### config.mk
export PLATFORM = sky130hd
export DESIGN_NAME = adjust_seq
export DESIGN_NICKNAME = d
export VERILOG_FILES = /design/src/rtl/clock_defs.sv /design/src/rtl/btn_repeat.sv /design/src/rtl/adjust_seq.sv
export SDC_FILE = /design/constraint.sdc
export NUM_CORES = 1
export LEC_CHECK = 0
export ABC_CLOCK_PERIOD_IN_PS = 2900
export CORE_MARGIN = 1
export CORE_UTILIZATION = 40
export CTS_BUF_LIST = sky130_fd_sc_hd__clkbuf_8
export DETAILED_ROUTE_END_ITERATION = 6
export PLACE_DENSITY = 0.61
export SLEW_MARGIN = 15
export SYNTH_ARGS = -nofsm -noshare
export SYNTH_HDL_FRONTEND = slang
export SYNTH_SLANG_ARGS = --single-unit
export TNS_END_PERCENT = 20
### constraint.sdc
create_clock -name clk -period 2.9 [get_ports clk]
set_input_delay 0.58 -clock clk [delete_from_list [all_inputs] [get_ports clk]]
set_output_delay 0.58 -clock clk [all_outputs]
set_load 0.02 [all_outputs]
### src/rtl/clock_defs.sv
// -----------------------------------------------------------------------------
// clock_defs
//   Shared definitions for the clock time-setting path: sequencer state
//   encodings, display field-select codes, timeout counter width and a small
//   helper that sizes free-running cycle counters.
// -----------------------------------------------------------------------------
`timescale 1ns/1ps
package clock_defs;

  // Width of the set-mode inactivity counter (TIMEOUT_S lives in 1..15).
  localparam int TIMEOUT_W = 4;

  typedef enum logic [1:0] {
    ST_RUN      = 2'd0,
    ST_SET_HOUR = 2'd1,
    ST_SET_MIN  = 2'd2
  } state_t;

  // Display field-select codes.
  localparam logic [1:0] FIELD_NONE = 2'b00;
  localparam logic [1:0] FIELD_HOUR = 2'b01;
  localparam logic [1:0] FIELD_MIN  = 2'b10;

  // Bits needed by a counter that runs 0 .. n-1 (never narrower than 1 bit).
  function automatic int cnt_width(input int n);
    return (n <= 2) ? 1 : $clog2(n);
  endfunction

  // Field highlighted by the display while in a given state.
  function automatic logic [1:0] field_of(input state_t st);
    logic [1:0] f;
    case (st)
      ST_SET_HOUR: f = FIELD_HOUR;
      ST_SET_MIN:  f = FIELD_MIN;
      default:     f = FIELD_NONE;
    endcase
    return f;
  endfunction

endpackage

### src/rtl/btn_repeat.sv
// -----------------------------------------------------------------------------
// btn_repeat
//   Rising-edge detector with optional auto-repeat for a debounced button.
//   The button level is registered twice; a press is a 0->1 step between the
//   two registered copies, so a level first sampled at edge k shows up on
//   o_pulse during the cycle after edge k (the parent registers it at k+1).
//
//   Optional feature (compile-time macro ADJ_AUTO_REPEAT_EN):
//     defined   - while the button stays high, a further strobe fires
//                 REPEAT_DELAY cycles after the press strobe, then every
//                 REPEAT_PERIOD cycles.
//     undefined - one strobe per press; the repeat counter is not built.
//
// Ports
//   clk      in  system clock
//   rst_n    in  asynchronous active-low reset
//   i_btn    in  debounced button level
//   i_clear  in  cancel the current press: masks this cycle's strobe and
//                stops auto-repeat until the button is released and
//                pressed again
//   o_pulse  out combinational one-cycle strobe (press or repeat)
// -----------------------------------------------------------------------------
`timescale 1ns/1ps
module btn_repeat
  import clock_defs::*;
#(
  parameter int REPEAT_DELAY  = 25_000_000,
  parameter int REPEAT_PERIOD = 5_000_000
) (
  input  logic clk,
  input  logic rst_n,
  input  logic i_btn,
  input  logic i_clear,
  output logic o_pulse
);

  generate
    if (REPEAT_DELAY < 1 || REPEAT_PERIOD < 1) begin : g_bad_repeat
      $error("btn_repeat: REPEAT_DELAY and REPEAT_PERIOD must be at least 1");
    end
  endgenerate

  logic r_lvl;
  logic r_lvl_d;
  logic w_rise;

  assign w_rise = r_lvl & ~r_lvl_d;

  always_ff @(posedge clk or negedge rst_n) begin
    if (!rst_n) begin
      r_lvl   <= 1'b0;
      r_lvl_d <= 1'b0;
    end else begin
      r_lvl   <= i_btn;
      r_lvl_d <= r_lvl;
    end
  end

`ifdef ADJ_AUTO_REPEAT_EN
  localparam int MAX_CNT = (REPEAT_DELAY > REPEAT_PERIOD) ? REPEAT_DELAY : REPEAT_PERIOD;
  localparam int CNT_W   = cnt_width(MAX_CNT);
  localparam logic [CNT_W-1:0] DELAY_LAST  = CNT_W'(REPEAT_DELAY - 1);
  localparam logic [CNT_W-1:0] PERIOD_LAST = CNT_W'(REPEAT_PERIOD - 1);

  logic [CNT_W-1:0] r_cnt;
  logic             r_active;   // repeat armed for the current press
  logic             r_first;    // next repeat is the first one (uses DELAY)
  logic             w_rep_fire;

  // The counter starts at 0 on the edge that registers the press strobe, so
  // reaching LAST on a later edge places the repeat exactly DELAY (or
  // PERIOD) cycles after the previous strobe.
  assign w_rep_fire = r_active & r_lvl &
                      (r_cnt == (r_first ? DELAY_LAST : PERIOD_LAST));

  always_ff @(posedge clk or negedge rst_n) begin
    if (!rst_n) begin
      r_cnt    <= '0;
      r_active <= 1'b0;
      r_first  <= 1'b0;
    end else if (i_clear) begin
      r_cnt    <= '0;
      r_active <= 1'b0;
      r_first  <= 1'b0;
    end else if (w_rise) begin
      r_cnt    <= '0;
      r_active <= 1'b1;
      r_first  <= 1'b1;
    end else if (!r_lvl) begin
      r_cnt    <= '0;
      r_active <= 1'b0;
      r_first  <= 1'b0;
    end else if (r_active) begin
      if (w_rep_fire) begin
        r_cnt   <= '0;
        r_first <= 1'b0;
      end else begin
        r_cnt <= r_cnt + 1'b1;
      end
    end
  end

  assign o_pulse = ~i_clear & (w_rise | w_rep_fire);
`else
  assign o_pulse = ~i_clear & w_rise;
`endif

endmodule

### src/rtl/adjust_seq.sv
// -----------------------------------------------------------------------------
// adjust_seq
//   Time-setting mode sequencer. Mode presses walk RUN -> SET_HOUR ->
//   SET_MIN -> RUN; increment presses (with optional auto-repeat) produce
//   hour/minute +1 pulses in the matching set state. A set state falls back
//   to RUN after TIMEOUT_S seconds without a press, and the selected field
//   blinks with a BLINK_HALF-cycle half-period.
//
//   Optional feature (compile-time macro ADJ_AUTO_REPEAT_EN): increment
//   auto-repeat inside btn_repeat. Without it, one pulse per press.
//
// Ports
//   clk        in  system clock
//   rst_n      in  asynchronous active-low reset
//   mode_btn   in  debounced mode button level
//   inc_btn    in  debounced increment button level
//   sec_tick   in  1-cycle 1 Hz pulse
//   run_en     out timekeeping enable (1 in RUN)
//   hour_inc   out 1-cycle hour +1 pulse
//   min_inc    out 1-cycle minute +1 pulse
//   sec_clr    out 1-cycle seconds clear (on SET_MIN -> RUN by mode press)
//   field_sel  out 00 none, 01 hour, 10 minute
//   blank      out 1 = blank the selected field
// All outputs come straight from flops.
// -----------------------------------------------------------------------------
`timescale 1ns/1ps
module adjust_seq
  import clock_defs::*;
#(
  parameter int REPEAT_DELAY  = 25_000_000,
  parameter int REPEAT_PERIOD = 5_000_000,
  parameter int BLINK_HALF    = 12_500_000,
  parameter int TIMEOUT_S     = 10
) (
  input  logic       clk,
  input  logic       rst_n,
  input  logic       mode_btn,
  input  logic       inc_btn,
  input  logic       sec_tick,
  output logic       run_en,
  output logic       hour_inc,
  output logic       min_inc,
  output logic       sec_clr,
  output logic [1:0] field_sel,
  output logic       blank
);

  generate
    if (TIMEOUT_S < 1 || TIMEOUT_S > 15 || BLINK_HALF < 1) begin : g_bad_param
      $error("adjust_seq: TIMEOUT_S must be 1..15 and BLINK_HALF at least 1");
    end
  endgenerate

  localparam logic [TIMEOUT_W-1:0] TIMEOUT_V = TIMEOUT_W'(TIMEOUT_S);
  localparam int BLINK_W = cnt_width(BLINK_HALF);
  localparam logic [BLINK_W-1:0] BLINK_LAST = BLINK_W'(BLINK_HALF - 1);

  // ---------------------------------------------------------------------------
  // Button front end
  // ---------------------------------------------------------------------------
  logic r_mode_lvl;
  logic r_mode_lvl_d;
  logic w_mode_rise;
  logic w_inc_pulse;

  always_ff @(posedge clk or negedge rst_n) begin
    if (!rst_n) begin
      r_mode_lvl   <= 1'b0;
      r_mode_lvl_d <= 1'b0;
    end else begin
      r_mode_lvl   <= mode_btn;
      r_mode_lvl_d <= r_mode_lvl;
    end
  end

  assign w_mode_rise = r_mode_lvl & ~r_mode_lvl_d;

  // The mode press doubles as the repeat clear: it masks a coincident
  // increment and suppresses repeats of a button held across the mode change.
  btn_repeat #(
    .REPEAT_DELAY  (REPEAT_DELAY),
    .REPEAT_PERIOD (REPEAT_PERIOD)
  ) u_inc_repeat (
    .clk     (clk),
    .rst_n   (rst_n),
    .i_btn   (inc_btn),
    .i_clear (w_mode_rise),
    .o_pulse (w_inc_pulse)
  );

  // ---------------------------------------------------------------------------
  // Sequencer state and counters
  // ---------------------------------------------------------------------------
  state_t               r_state;
  state_t               w_state_next;
  logic [TIMEOUT_W-1:0] r_to_cnt;
  logic [TIMEOUT_W-1:0] w_to_cnt_next;
  logic [BLINK_W-1:0]   r_blink_cnt;
  logic [BLINK_W-1:0]   w_blink_cnt_next;
  logic                 w_blank_next;
  logic                 w_hour_inc_next;
  logic                 w_min_inc_next;
  logic                 w_sec_clr_next;
  logic                 w_press;
  logic                 w_entry;
  logic                 w_timed_out;

  logic                 r_run_en;
  logic                 r_hour_inc;
  logic                 r_min_inc;
  logic                 r_sec_clr;
  logic [1:0]           r_field_sel;
  logic                 r_blank;

  always_ff @(posedge clk or negedge rst_n) begin
    if (!rst_n) begin
      r_state     <= ST_RUN;
      r_to_cnt    <= '0;
      r_blink_cnt <= '0;
      r_run_en    <= 1'b1;
      r_hour_inc  <= 1'b0;
      r_min_inc   <= 1'b0;
      r_sec_clr   <= 1'b0;
      r_field_sel <= FIELD_NONE;
      r_blank     <= 1'b0;
    end else begin
      r_state     <= w_state_next;
      r_to_cnt    <= w_to_cnt_next;
      r_blink_cnt <= w_blink_cnt_next;
      r_run_en    <= (w_state_next == ST_RUN);
      r_hour_inc  <= w_hour_inc_next;
      r_min_inc   <= w_min_inc_next;
      r_sec_clr   <= w_sec_clr_next;
      r_field_sel <= field_of(w_state_next);
      r_blank     <= w_blank_next;
    end
  end

  always_comb begin
    w_state_next    = r_state;
    w_hour_inc_next = 1'b0;
    w_min_inc_next  = 1'b0;
    w_sec_clr_next  = 1'b0;
    w_press         = w_mode_rise | w_inc_pulse;
    w_timed_out     = (r_to_cnt == TIMEOUT_V);

    // Priority within a set state: mode press, then increment, then timeout.
    case (r_state)
      ST_RUN: begin
        if (w_mode_rise) begin
          w_state_next = ST_SET_HOUR;
        end
      end
      ST_SET_HOUR: begin
        if (w_mode_rise) begin
          w_state_next = ST_SET_MIN;
        end else if (w_inc_pulse) begin
          w_hour_inc_next = 1'b1;
        end else if (w_timed_out) begin
          w_state_next = ST_RUN;
        end
      end
      ST_SET_MIN: begin
        if (w_mode_rise) begin
          w_state_next   = ST_RUN;
          w_sec_clr_next = 1'b1;
        end else if (w_inc_pulse) begin
          w_min_inc_next = 1'b1;
        end else if (w_timed_out) begin
          w_state_next = ST_RUN;
        end
      end
      default: begin
        w_state_next = ST_RUN;
      end
    endcase

    w_entry = (w_state_next != r_state);

    // Inactivity counter: only live while staying in a set state; saturates
    // at the limit so a stray tick cannot wrap it past the compare.
    w_to_cnt_next = r_to_cnt;
    if (w_state_next == ST_RUN || w_entry || w_press) begin
      w_to_cnt_next = '0;
    end else if (sec_tick && !w_timed_out) begin
      w_to_cnt_next = r_to_cnt + 1'b1;
    end

    // Blink: restart dark-free on every set-state entry, idle in RUN.
    w_blink_cnt_next = r_blink_cnt;
    w_blank_next     = r_blank;
    if (w_state_next == ST_RUN || w_entry) begin
      w_blink_cnt_next = '0;
      w_blank_next     = 1'b0;
    end else if (r_blink_cnt == BLINK_LAST) begin
      w_blink_cnt_next = '0;
      w_blank_next     = ~r_blank;
    end else begin
      w_blink_cnt_next = r_blink_cnt + 1'b1;
    end
  end

  assign run_en    = r_run_en;
  assign hour_inc  = r_hour_inc;
  assign min_inc   = r_min_inc;
  assign sec_clr   = r_sec_clr;
  assign field_sel = r_field_sel;
  assign blank     = r_blank;

endmodule

# Yosys cells after proc, flatten, opt, wreduce, memory -nomap -nowiden
# Index checks and enable logic that the tools add are counted.
classes:
  n_addsub: 2
  n_reduce_logical: 8
  n_bitwise: 8
  n_mux: 19
  eq_ne: 7
ops:
  columns: ["operator", "count"]
  rows:
  - ["$mux 24", 2]
  - ["$add 24x1->24 const B", 1]
  - ["$eq 24x24->1 const B", 1]
  - ["$mux 2", 5]
  - ["$mux 1", 8]
  - ["$mux 4", 2]
  - ["$pmux 2 s3", 1]
  - ["$add 4x1->4 const B", 1]
  - ["$eq 2x1->1 const B", 2]
  - ["$eq 2x2->1 const B", 2]
  - ["$eq 4x4->1 const B", 1]
  - ["$logic_not 2->1", 2]
  - ["$not 1->1", 4]
  - ["$pmux 2 s2", 1]
  - ["$reduce_bool 2->1", 2]
  - ["$and 1x1->1", 3]
  - ["$logic_or 1x1->1", 2]
  - ["$ne 2x2->1", 1]
  - ["$logic_and 1x1->1", 1]
  - ["$logic_not 1->1", 1]
  - ["$or 1x1->1", 1]
word_totals:
  out_inout_bits: 7
  ff_bits: 41
  in_bits: 5
  word_cells: 57

# Longest topological paths before layout
# Gate-level depths: netlist (run 1).
logic_depth:
  ltp_word: 11
  ltp_mapped: 7
  depth_no_buf: 6

# Modules after synthesis
# From an unflattened synthesis (run 1), not the netlist that was laid out.
hier_totals:
  hier_cells: 183
  hier_area_um2: 1900.6
by_module_without_submodules:
  columns: ["mod", "seq_area_each_um2", "cells_per_inst", "area_per_inst_um2", "instances"]
  rows:
  - ["adjust_seq", 977.2, 180, 1838.0, 1]
  - ["btn_repeat", 50.0, 3, 62.6, 1]

# Least setup slack after synthesis (run 1)
# OpenSTA, ideal clock, no wires.
synth_path:
  path_type: "register to register"
  from: "reg r_blink_cnt[0]"
  to: "reg r_blink_cnt[22]"
  t_required_ns: 2.822
  path_buffers: 1
  t_arrival_ns: 1.966
  path_slack_ns: 0.856
  period_less_slack_ns: 2.044
  setup_ns: 0.078
  path_stages_with_launch: 7
  cell_sequence: "dfrtp_1 -> ha_1 -> nand4_1 -> or4_4 -> buf_6 -> or4_1 -> a21oi_1"
synth_between:
  elab_chain_cells: 3
  elab_cells_between_ends: 4
  classes_between: "add/sub (1); eq/ne (1); mux (2)"
synth_lines:
  columns: ["element", "line_no", "text"]
  rows:
  - ["from (decl)", "adjust_seq.sv:98", "logic [BLINK_W-1:0] r_blink_cnt;"]
  - ["from (signal assigned)", "adjust_seq.sv:129", "r_blink_cnt <= w_blink_cnt_next;"]
  - ["$add 24x1->24 or $eq 24x24->1 (tied branches)", "adjust_seq.sv:199, adjust_seq.sv:195", null]
  - ["$mux 24 (*)", "adjust_seq.sv:195", "end else if (r_blink_cnt == BLINK_LAST) begin"]
  - ["$mux 24 (*)", "adjust_seq.sv:192", "if (w_state_next == ST_RUN || w_entry) begin"]
  - ["named net w_blink_cnt_next[22]", "adjust_seq.sv:99", "logic [BLINK_W-1:0] w_blink_cnt_next;"]
# Mark *: on every way through the listed nets, which the timed path passes. The rest lies on a longest branch.
# A chain may end at the register's enable or synchronous reset.

# Worst setup path in the final report (run 1)
layout_path:
  from: "reg r_blink_cnt[0]"
  to: "reg r_blink_cnt[20]"
# Same word-level chain as after synthesis.

==> results.txt, run 1 <==
----------------------------------------------------
[Status]
  Run status ... complete, but fails checks
  Failing checks ... design-rule violations

[Timing]
  Relative slew slack ... 42.24%
  Setup-failing EPs final ... 0
  Worst Setup Slack, final ... 0.7328 ns
  Count of final max-slew check failures ... 0
  Tcrit/Tclk final ... 74.73%
  Endpoints failing hold ... 0
  Min Tclk post-route ... 2.167 ns
  Worst-margin pin slew ... 0.8664 ns
  Setup TNS Final ... 0 ns
  Worst setup skew after layout ... 0.007357 ns
  Max Fclk ... 461.4 MHz
  Setup repair after global routing missed its margin ... false

[Floorplanning]
  Top-level port count ... 12
  Die outline width ... 70.66 µm
  Initial core utilization ... 42.43%
  Total Die Area ... 4992 µm²
  Core area ... 4444 µm²
  # rows ... 24
  Chip height ... 70.66 µm

[Synthesis]
  Post-Syn Instances ... 184
  Share of flip-flops with an asynchronous set or reset ... 100.0%
  Count of different cell masters after synthesis ... 35
  Arithmetic-cell share of the synthesized area counting full adders, half adders and majority gates ... 1.991%
  XOR/XNOR share of the synthesized area ... 6.967%
  Mux share of post-synthesis cell area ... 0%
  Area share of the largest cell type after synthesis ... 53.09%
  Area fraction in compound gates after synthesis ... 10.22%
  Sequential element share of the synthesized area ... 54.48%
  Avg Synthesized Cell Area ... 10.25 µm²
  Most used DFF post-synth ... dfrtp_1
  Count of yosys warnings during synthesis ... 0
  Net count of the mapped netlist ... 192
  Combined area of all synthesized cells ... 1886 µm²
  Most common library cells after synthesis ... 40 x dfrtp_1, 22 x nor2_1, 14 x a21oi_1, 11 x nand2_1, 10 x nand3_1
  Largest family of logic cells by synthesized area ... simple AND/OR/NAND/NOR gates
  Cell type with the largest total area after synthesis ... dfrtp_1
  Top cells by area in the synthesized netlist ... dfrtp_1 53%, nor2_1 4.4%, a21oi_1 3.7%, xnor2_1 3.7%, xor2_1 3.3%
  Number of enable-type register cells in the synthesized netlist ... 0
  Flop and latch count out of synthesis ... 41
  Fraction of the mapped netlist area in simple logic gates ... 23.36%
  Most common cell in the synthesized netlist ... dfrtp_1

[Drt]
  DR iter-0 viols ... 84
  Avg WL per Cell ... 13.84 µm
  Final WL ... 3461 µm
  Detailed-route vias per instance ... 5.404
  Count of TritonRoute iterations in the first routing pass ... 6
  DRC viols ... 2
  Final antenna-violating net count ... 0
  Via total after detailed routing ... 1351

[Clocking]
  Number of buffers added by the clock tree synthesis step ... 5
  Root buf cell ... clkbuf_8
  Resized cells post-CTS ... 0
  Number of hold buffers added after cts ... 0
  Setup repair bufs after CTS ... 0
  Clock latency on the worst-skew pair ... 0.30 ns
  Clock-pin slew reported for the worst setup and hold paths after clock tree synthesis ... 0.08 ns
  Clock tree from TritonCTS ... done
  Number of H-tree branching levels ... 2
  Maximum buffer depth of the clock tree ... 2
  Sinks on Clock Net ... 41

[Critical path]
  Required time of the worst setup path ... 3.11 ns
  Sort of element at the end of the critical path ... register
  Data arrival time of the critical path ... 2.38 ns
  Reg-to-reg setup timing slack ... 0.73 ns
  Critical Path Max Stage Delay ... 0.61 ns
  Reg-to-reg endpoint ... r_blink_cnt[20]$_DFF_PN0_
  Worst Setup Start Kind ... register
  Count of cells along the worst register-to-register path ... 5
  Ordered cell list for the critical path ... ha_1 -> nand4_1 -> or4_4 -> or4_1 -> a21oi_1
  Crit path buf inv count ... 0
  Launch instance of the worst register-to-register path ... r_blink_cnt[0]$_DFF_PN0_
  Path type of the worst setup path ... register to register
  Critical Path Slowest Stage Cell ... or4_4
  Family of cells with the greatest summed delay on the critical path ... simple AND/OR/NAND/NOR gates
  Crit path max fanout ... 11

[Place]
  Worst setup slack before clock tree synthesis ... 0.7730 ns
  Count of input and output buffers ... 11
  Placer's final routability congestion estimate ... 0.7649
  Half-perimeter wire length after detailed placement ... 2382 µm

[Final layout]
  Footprint of the multi-input gates ... 802.0 µm²
  Total Nets Final ... 205
  Diode count ... 0
  Seq. cell area ... 1027 µm²
  Area growth from synthesis to final layout ... 13.80%
  Fraction of final layout cells sized beyond drive strength 1 ... 8.586%
  Filler Cells Inserted ... 423

[Global routing]
  Grt total ovfl ... 0
  Via count of the first global-routing pass ... 1341
  Number of antenna violations at the first check in global routing ... 0
  Global-route wire length before repair ... 6058 µm
  Pin count of the biggest net entering global routing ... 42
  Aggregate global-route resource usage ... 15.68%

[Power]
  Max VDD drop ... 379.9 µV
  Power density relative to cell area ... 667.7 nW/µm²
  Reported leakage power ... 0.8361 nW
  Total power ... 1.433 mW

[Run]
  MaxCap Viol Count ... 0

[Hold path]
  Beginning of the worst hold path ... u_inc_repeat.r_lvl$_DFF_PN0_
  Worst min-delay path endpoint ... u_inc_repeat.r_lvl_d$_DFF_PN0_
  Number of stages on the worst hold path ... 0
  Class of the worst hold path ... register to register

----------------------------------------------------
stage by stage:
stage | hold slack, ns | area [µm²] | instances | utilization [%]
after global placement | 0.3609 | 2026 | 242 | 45.58
after CTS | 0.3842 | 2146 | 250 | 48.28
after global routing | 0.4003 | 2146 | 250 | 48.28
after detailed placement | 0.3655 | 2026 | 242 | 45.58
after floorplan | 0.2844 | 1886 | 184 | -
final | 0.3782 | 2146 | 250 | 48.28
cell usage in the layout (no fill, tap or decap), types with 2 or more instances in the layout:
cell             netlist  routed
nand4_1                7       7
nor2_1                22      22
clkbuf_8               0       6
o21ai_0                7       7
o22ai_1                2       2
ha_1                   3       3
o31ai_1                6       6
xor2_1                 7       7
dfrtp_1               40      40
nand2_1               11      11
or2_2                  2       2
or4_4                  2       2
or4_1                  6       6
nor3_1                 3       3
clkdlybuf4s50_1        0      10
a21oi_1               14      14
nand3_1               10      10
inv_1                  5       5
nand2b_1               4       4
or3_1                  5       5
xnor2_1                8       8
area by class of cell:
class | count | share of cell area, %
clock inverters | 2 | 1.749
well taps | 52 | 3.032
flip-flops and latches | 41 | 47.87
repair buffers | 12 | 5.248
multi-input cells | 132 | 37.38
clock buffers | 6 | 3.848
inverters | 5 | 0.8746
power breakdown:
part,switching (mW),internal [mW]
combinational,0.178,0.109
sequential,0.0401,0.629
clock,0.197,0.280
metal layers:
| metal | wire length (µm) | GRT usage (%) |
|---|---|---|
| met5 | 0 | 0 |
| met4 | 65 | 6.667 |
| met3 | 88 | 3.419 |
| met2 | 1664 | 26.97 |
| met1 | 1642 | 19.18 |
logic make-up (layout without fill, tap and decap cells):
group | Yosys count | after routing
AO/OA/AOI/OAI | 33 | 33
XOR/XNOR | 15 | 15
adder cells (fa/ha/maj) | 3 | 3
buffers and inverters | 11 | 25
flip-flops | 41 | 41
AND/OR/NAND/NOR | 81 | 81
worst register-to-register path: cells and delay by family, from the launching register on:
kind | cells | cell delay (ns)
AO/OA/AOI/OAI | 1 | 0.18
AND/OR/NAND/NOR | 3 | 1.25
adder cells (fa/ha/maj) | 1 | 0.26
flip-flops | 1 | 0.42
worst max-delay path by stage:
stage	slack (ns)	cells past startpoint	to	from
final	0.73	5	r_blink_cnt[20]$_DFF_PN0_	r_blink_cnt[0]$_DFF_PN0_
after floorplan	0.86	6	r_blink_cnt[22]$_DFF_PN0_	r_blink_cnt[0]$_DFF_PN0_
after CTS	0.72	5	r_blink_cnt[20]$_DFF_PN0_	r_blink_cnt[0]$_DFF_PN0_
after detailed placement	0.77	5	r_blink_cnt[20]$_DFF_PN0_	r_blink_cnt[0]$_DFF_PN0_
after global routing	0.62	5	r_blink_cnt[20]$_DFF_PN0_	r_blink_cnt[0]$_DFF_PN0_
after global placement	0.86	5	r_blink_cnt[20]$_DFF_PN0_	r_blink_cnt[0]$_DFF_PN0_
state kept, by name (all words and copies together) (netlist names):
register,count
field_sel,2
r_to_cnt,4
min_inc,1
u_inc_repeat.r_lvl,1
u_inc_repeat.r_lvl_d,1
hour_inc,1
r_blink_cnt,24
r_mode_lvl,1
r_mode_lvl_d,1
r_state,2
blank,1
sec_clr,1
run_en,1
Power figures use the tool's default switching activity.
==> run 2, diff against run 1 <==
--- a/config.mk
+++ b/config.mk
@@ -5,12 +5,12 @@
 export SDC_FILE = /design/constraint.sdc
 export NUM_CORES = 1
 export LEC_CHECK = 0
-export ABC_CLOCK_PERIOD_IN_PS = 2900
+export ABC_CLOCK_PERIOD_IN_PS = 1900
 export CORE_MARGIN = 1
 export CORE_UTILIZATION = 40
 export CTS_BUF_LIST = sky130_fd_sc_hd__clkbuf_8
 export DETAILED_ROUTE_END_ITERATION = 6
-export PLACE_DENSITY = 0.61
+export PLACE_DENSITY = 0.63
 export SLEW_MARGIN = 15
 export SYNTH_ARGS = -nofsm -noshare
 export SYNTH_HDL_FRONTEND = slang
==> constraint.sdc (replaced) <==
create_clock -name clk -period 1.9 [get_ports clk]
set_input_delay 0.38 -clock clk [delete_from_list [all_inputs] [get_ports clk]]
set_output_delay 0.38 -clock clk [all_outputs]
set_load 0.02 [all_outputs]
==> results.txt, run 2 (synthesis results as in run 1) <==
----------------------------------------------------
[Status]
  Run status ... complete, but fails checks
  Failing checks ... design-rule violations, negative setup slack

[Place]
  Dpl cells ... 257 (+6.2%)
  Post-DP Area ... 2141 µm² (+5.7%)
  Placer's final routability congestion estimate ... 0.8281 (+8.3%)
  Half-perimeter wire length after detailed placement ... 2509 µm (+5.3%)
  Count of input and output buffers ... 11 (unchanged)

[Timing]
  Setup TNS Final ... -0.001963 ns (-0.001963 ns)
  Tcrit/Tclk final ... 100.1% (+25 points)
  Count of final max-slew check failures ... 0 (unchanged)
  Worst setup skew after layout ... 0.005382 ns (-0.001975 ns)
  Setup-failing EPs final ... 1 (+1)
  Endpoints failing hold ... 0 (unchanged)
  Relative slew slack ... 66.22% (+24 points)
  Setup repair after global routing missed its margin ... true
  Max Fclk ... 525.8 MHz (+14%)
  Worst Setup Slack, final ... -0.001963 ns (-0.7348 ns)
  Worst-margin pin slew ... 0.5068 ns (-0.3597 ns)
  Min Tclk post-route ... 1.902 ns (-0.2652 ns)

[Drt]
  Detailed-route vias per instance ... 5.341 (-1.2%)
  Via total after detailed routing ... 1426 (+5.6%)
  DRC viols ... 6 (+4)
  Avg WL per Cell ... 13.50 µm (-2.5%)
  Final WL ... 3605 µm (+4.2%)
  Final antenna-violating net count ... 0 (unchanged)
  Count of TritonRoute iterations in the first routing pass ... 6 (unchanged)
  DR iter-0 viols ... 71 (-15%)

[Power]
  Max VDD drop ... 431.2 µV (+14%)
  Total power ... 2.098 mW (+46%)
  Power density relative to cell area ... 916.7 nW/µm² (+37%)
  Reported leakage power ... 0.9192 nW (+9.9%)

[Final layout]
  Most frequent cells in the layout ... 40 x dfrtp_1, 22 x nor2_1, 16 x buf_4, 11 x a21oi_1, 11 x nand2_1
  Registers with the most flip-flops ... r_blink_cnt (24), r_to_cnt (4)
  Diode count ... 0 (unchanged)
  Register containing the most flip-flops in the final layout ... r_blink_cnt
  Max FFs per register ... 24 (unchanged)
  Final std cell area, no fill ... 2288 µm² (+6.6%)
  Post-route insts no fill ... 267 (+6.8%)
  Area growth from synthesis to final layout ... 21.37%
  Most common cell after layout, fill and taps aside ... dfrtp_1
  Total Nets Final ... 222 (+8.3%)
  Fraction of final layout cells sized beyond drive strength 1 ... 18.60% (+10 points)

[Critical path]
  Path type of the worst setup path ... register to register
  Data arrival time of the critical path ... 2.13 ns (-0.25 ns)
  Required time of the worst setup path ... 2.13 ns (-0.98 ns)
  Reg-to-reg setup timing slack ... -0.002 ns (-0.73 ns)
  Worst Setup Start Kind ... register
  Sort of element at the end of the critical path ... register
  Crit path max fanout ... 8 (-3)

[Hold path]
  Class of the worst hold path ... primary input to asynchronous set/reset pin

[Clocking]
  Clock tree from TritonCTS ... done
  Clock-pin slew reported for the worst setup and hold paths after clock tree synthesis ... 0.07 ns (about the same)
  Number of H-tree branching levels ... 2 (unchanged)
  Number of buffers added by the clock tree synthesis step ... 5 (unchanged)
  Clock latency on the worst-skew pair ... 0.29 ns (about the same)
  Number of hold buffers added after cts ... 0 (unchanged)
  Maximum buffer depth of the clock tree ... 2 (unchanged)
  Sinks on Clock Net ... 41 (unchanged)
  Root buf cell ... clkbuf_8

[Global routing]
  Number of antenna violations at the first check in global routing ... 0 (unchanged)
  Via count of the first global-routing pass ... 1386 (+3.4%)
  Global-route wire length before repair ... 6313 µm (+4.2%)
  Pin count of the biggest net entering global routing ... 42 (unchanged)
  Grt total ovfl ... 0 (unchanged)
  Aggregate global-route resource usage ... 16.24% (+0.57 points)

[Floorplanning]
  # rows ... 24 (unchanged)
  Chip height ... 70.66 µm (unchanged)
  Core area ... 4444 µm² (unchanged)
  Total Die Area ... 4992 µm² (unchanged)
  Die outline width ... 70.66 µm (unchanged)
  Initial core utilization ... 42.43% (unchanged)
  Top-level port count ... 12 (unchanged)

[Run]
  MaxCap Viol Count ... 0 (unchanged)

----------------------------------------------------
==> run 2: metrics by stage <==
step | utilization [%] | hold slack [ns] | worst slack [ns]
floorplan | - | 0.08441 | -0.06513
global placement | 48.17 | 0.3638 | 0.04385
detailed placement | 48.17 | 0.3724 | -0.03057
CTS | 50.62 | 0.1473 | -0.03570
global route | 51.49 | 0.1807 | -0.06198
finish | 51.49 | 0.1267 | -0.001963
==> run 2: timing repair <==
item | in CTS | in global routing
setup endpoints to repair | 3 | 6
gates resized for setup | 3 | 3
buffers inserted | 0 | 2
endpoints found under the hold margin | 0 | 0
pin swaps | 5 | 2
==> run 2: worst paths after layout <==
path | to | from | cells past startpoint
worst max-delay path | r_blink_cnt[16]$_DFF_PN0_ | r_blink_cnt[0]$_DFF_PN0_ | 5
worst min-delay path | r_blink_cnt[19]$_DFF_PN0_ | rst_n | 2
worst max register to register | r_blink_cnt[16]$_DFF_PN0_ | r_blink_cnt[0]$_DFF_PN0_ | 5
worst min register to register | r_mode_lvl_d$_DFF_PN0_ | r_mode_lvl$_DFF_PN0_ | 0
max in group asynchronous | run_en$_DFF_PN1_ | rst_n | 2
min in group clk | r_mode_lvl_d$_DFF_PN0_ | r_mode_lvl$_DFF_PN0_ | 0
==> run 2: final cells by class <==
class | count | area [µm²]
Multi-Input combinational cell | 132 | 824.5
Fill cell | 418 | 2156
Inverter | 5 | 18.77
Sequential cell | 41 | 1027
Tap cell | 52 | 65.06
Clock inverter | 2 | 13.76
Timing Repair Buffer | 29 | 256.5
Clock buffer | 6 | 82.58
==> run 2: per-layer routing <==
layer,wire length (µm),GRT usage (%)
met2,1741,27.08
met5,0,0
met3,125,4.416
met1,1671,20.13
met4,66,6.667
==> run 2: power by group <==
part | switching (mW) | internal, mW | total, mW | leakage [nW]
registers | 0.0500 | 0.960 | 1.01 | 0.554
clock network | 0.292 | 0.294 | 0.586 | 0.0512
logic | 0.297 | 0.205 | 0.503 | 0.314
total | 0.639 | 1.46 | 2.10 | 0.919
==> run 2: critical path, stage by stage, from the launching register on <==
cell,delay (ns)
dfrtp_1,0.36
ha_2,0.19
nand4_1,0.10
or4_4,0.56
or3_2,0.49
a21oi_2,0.14
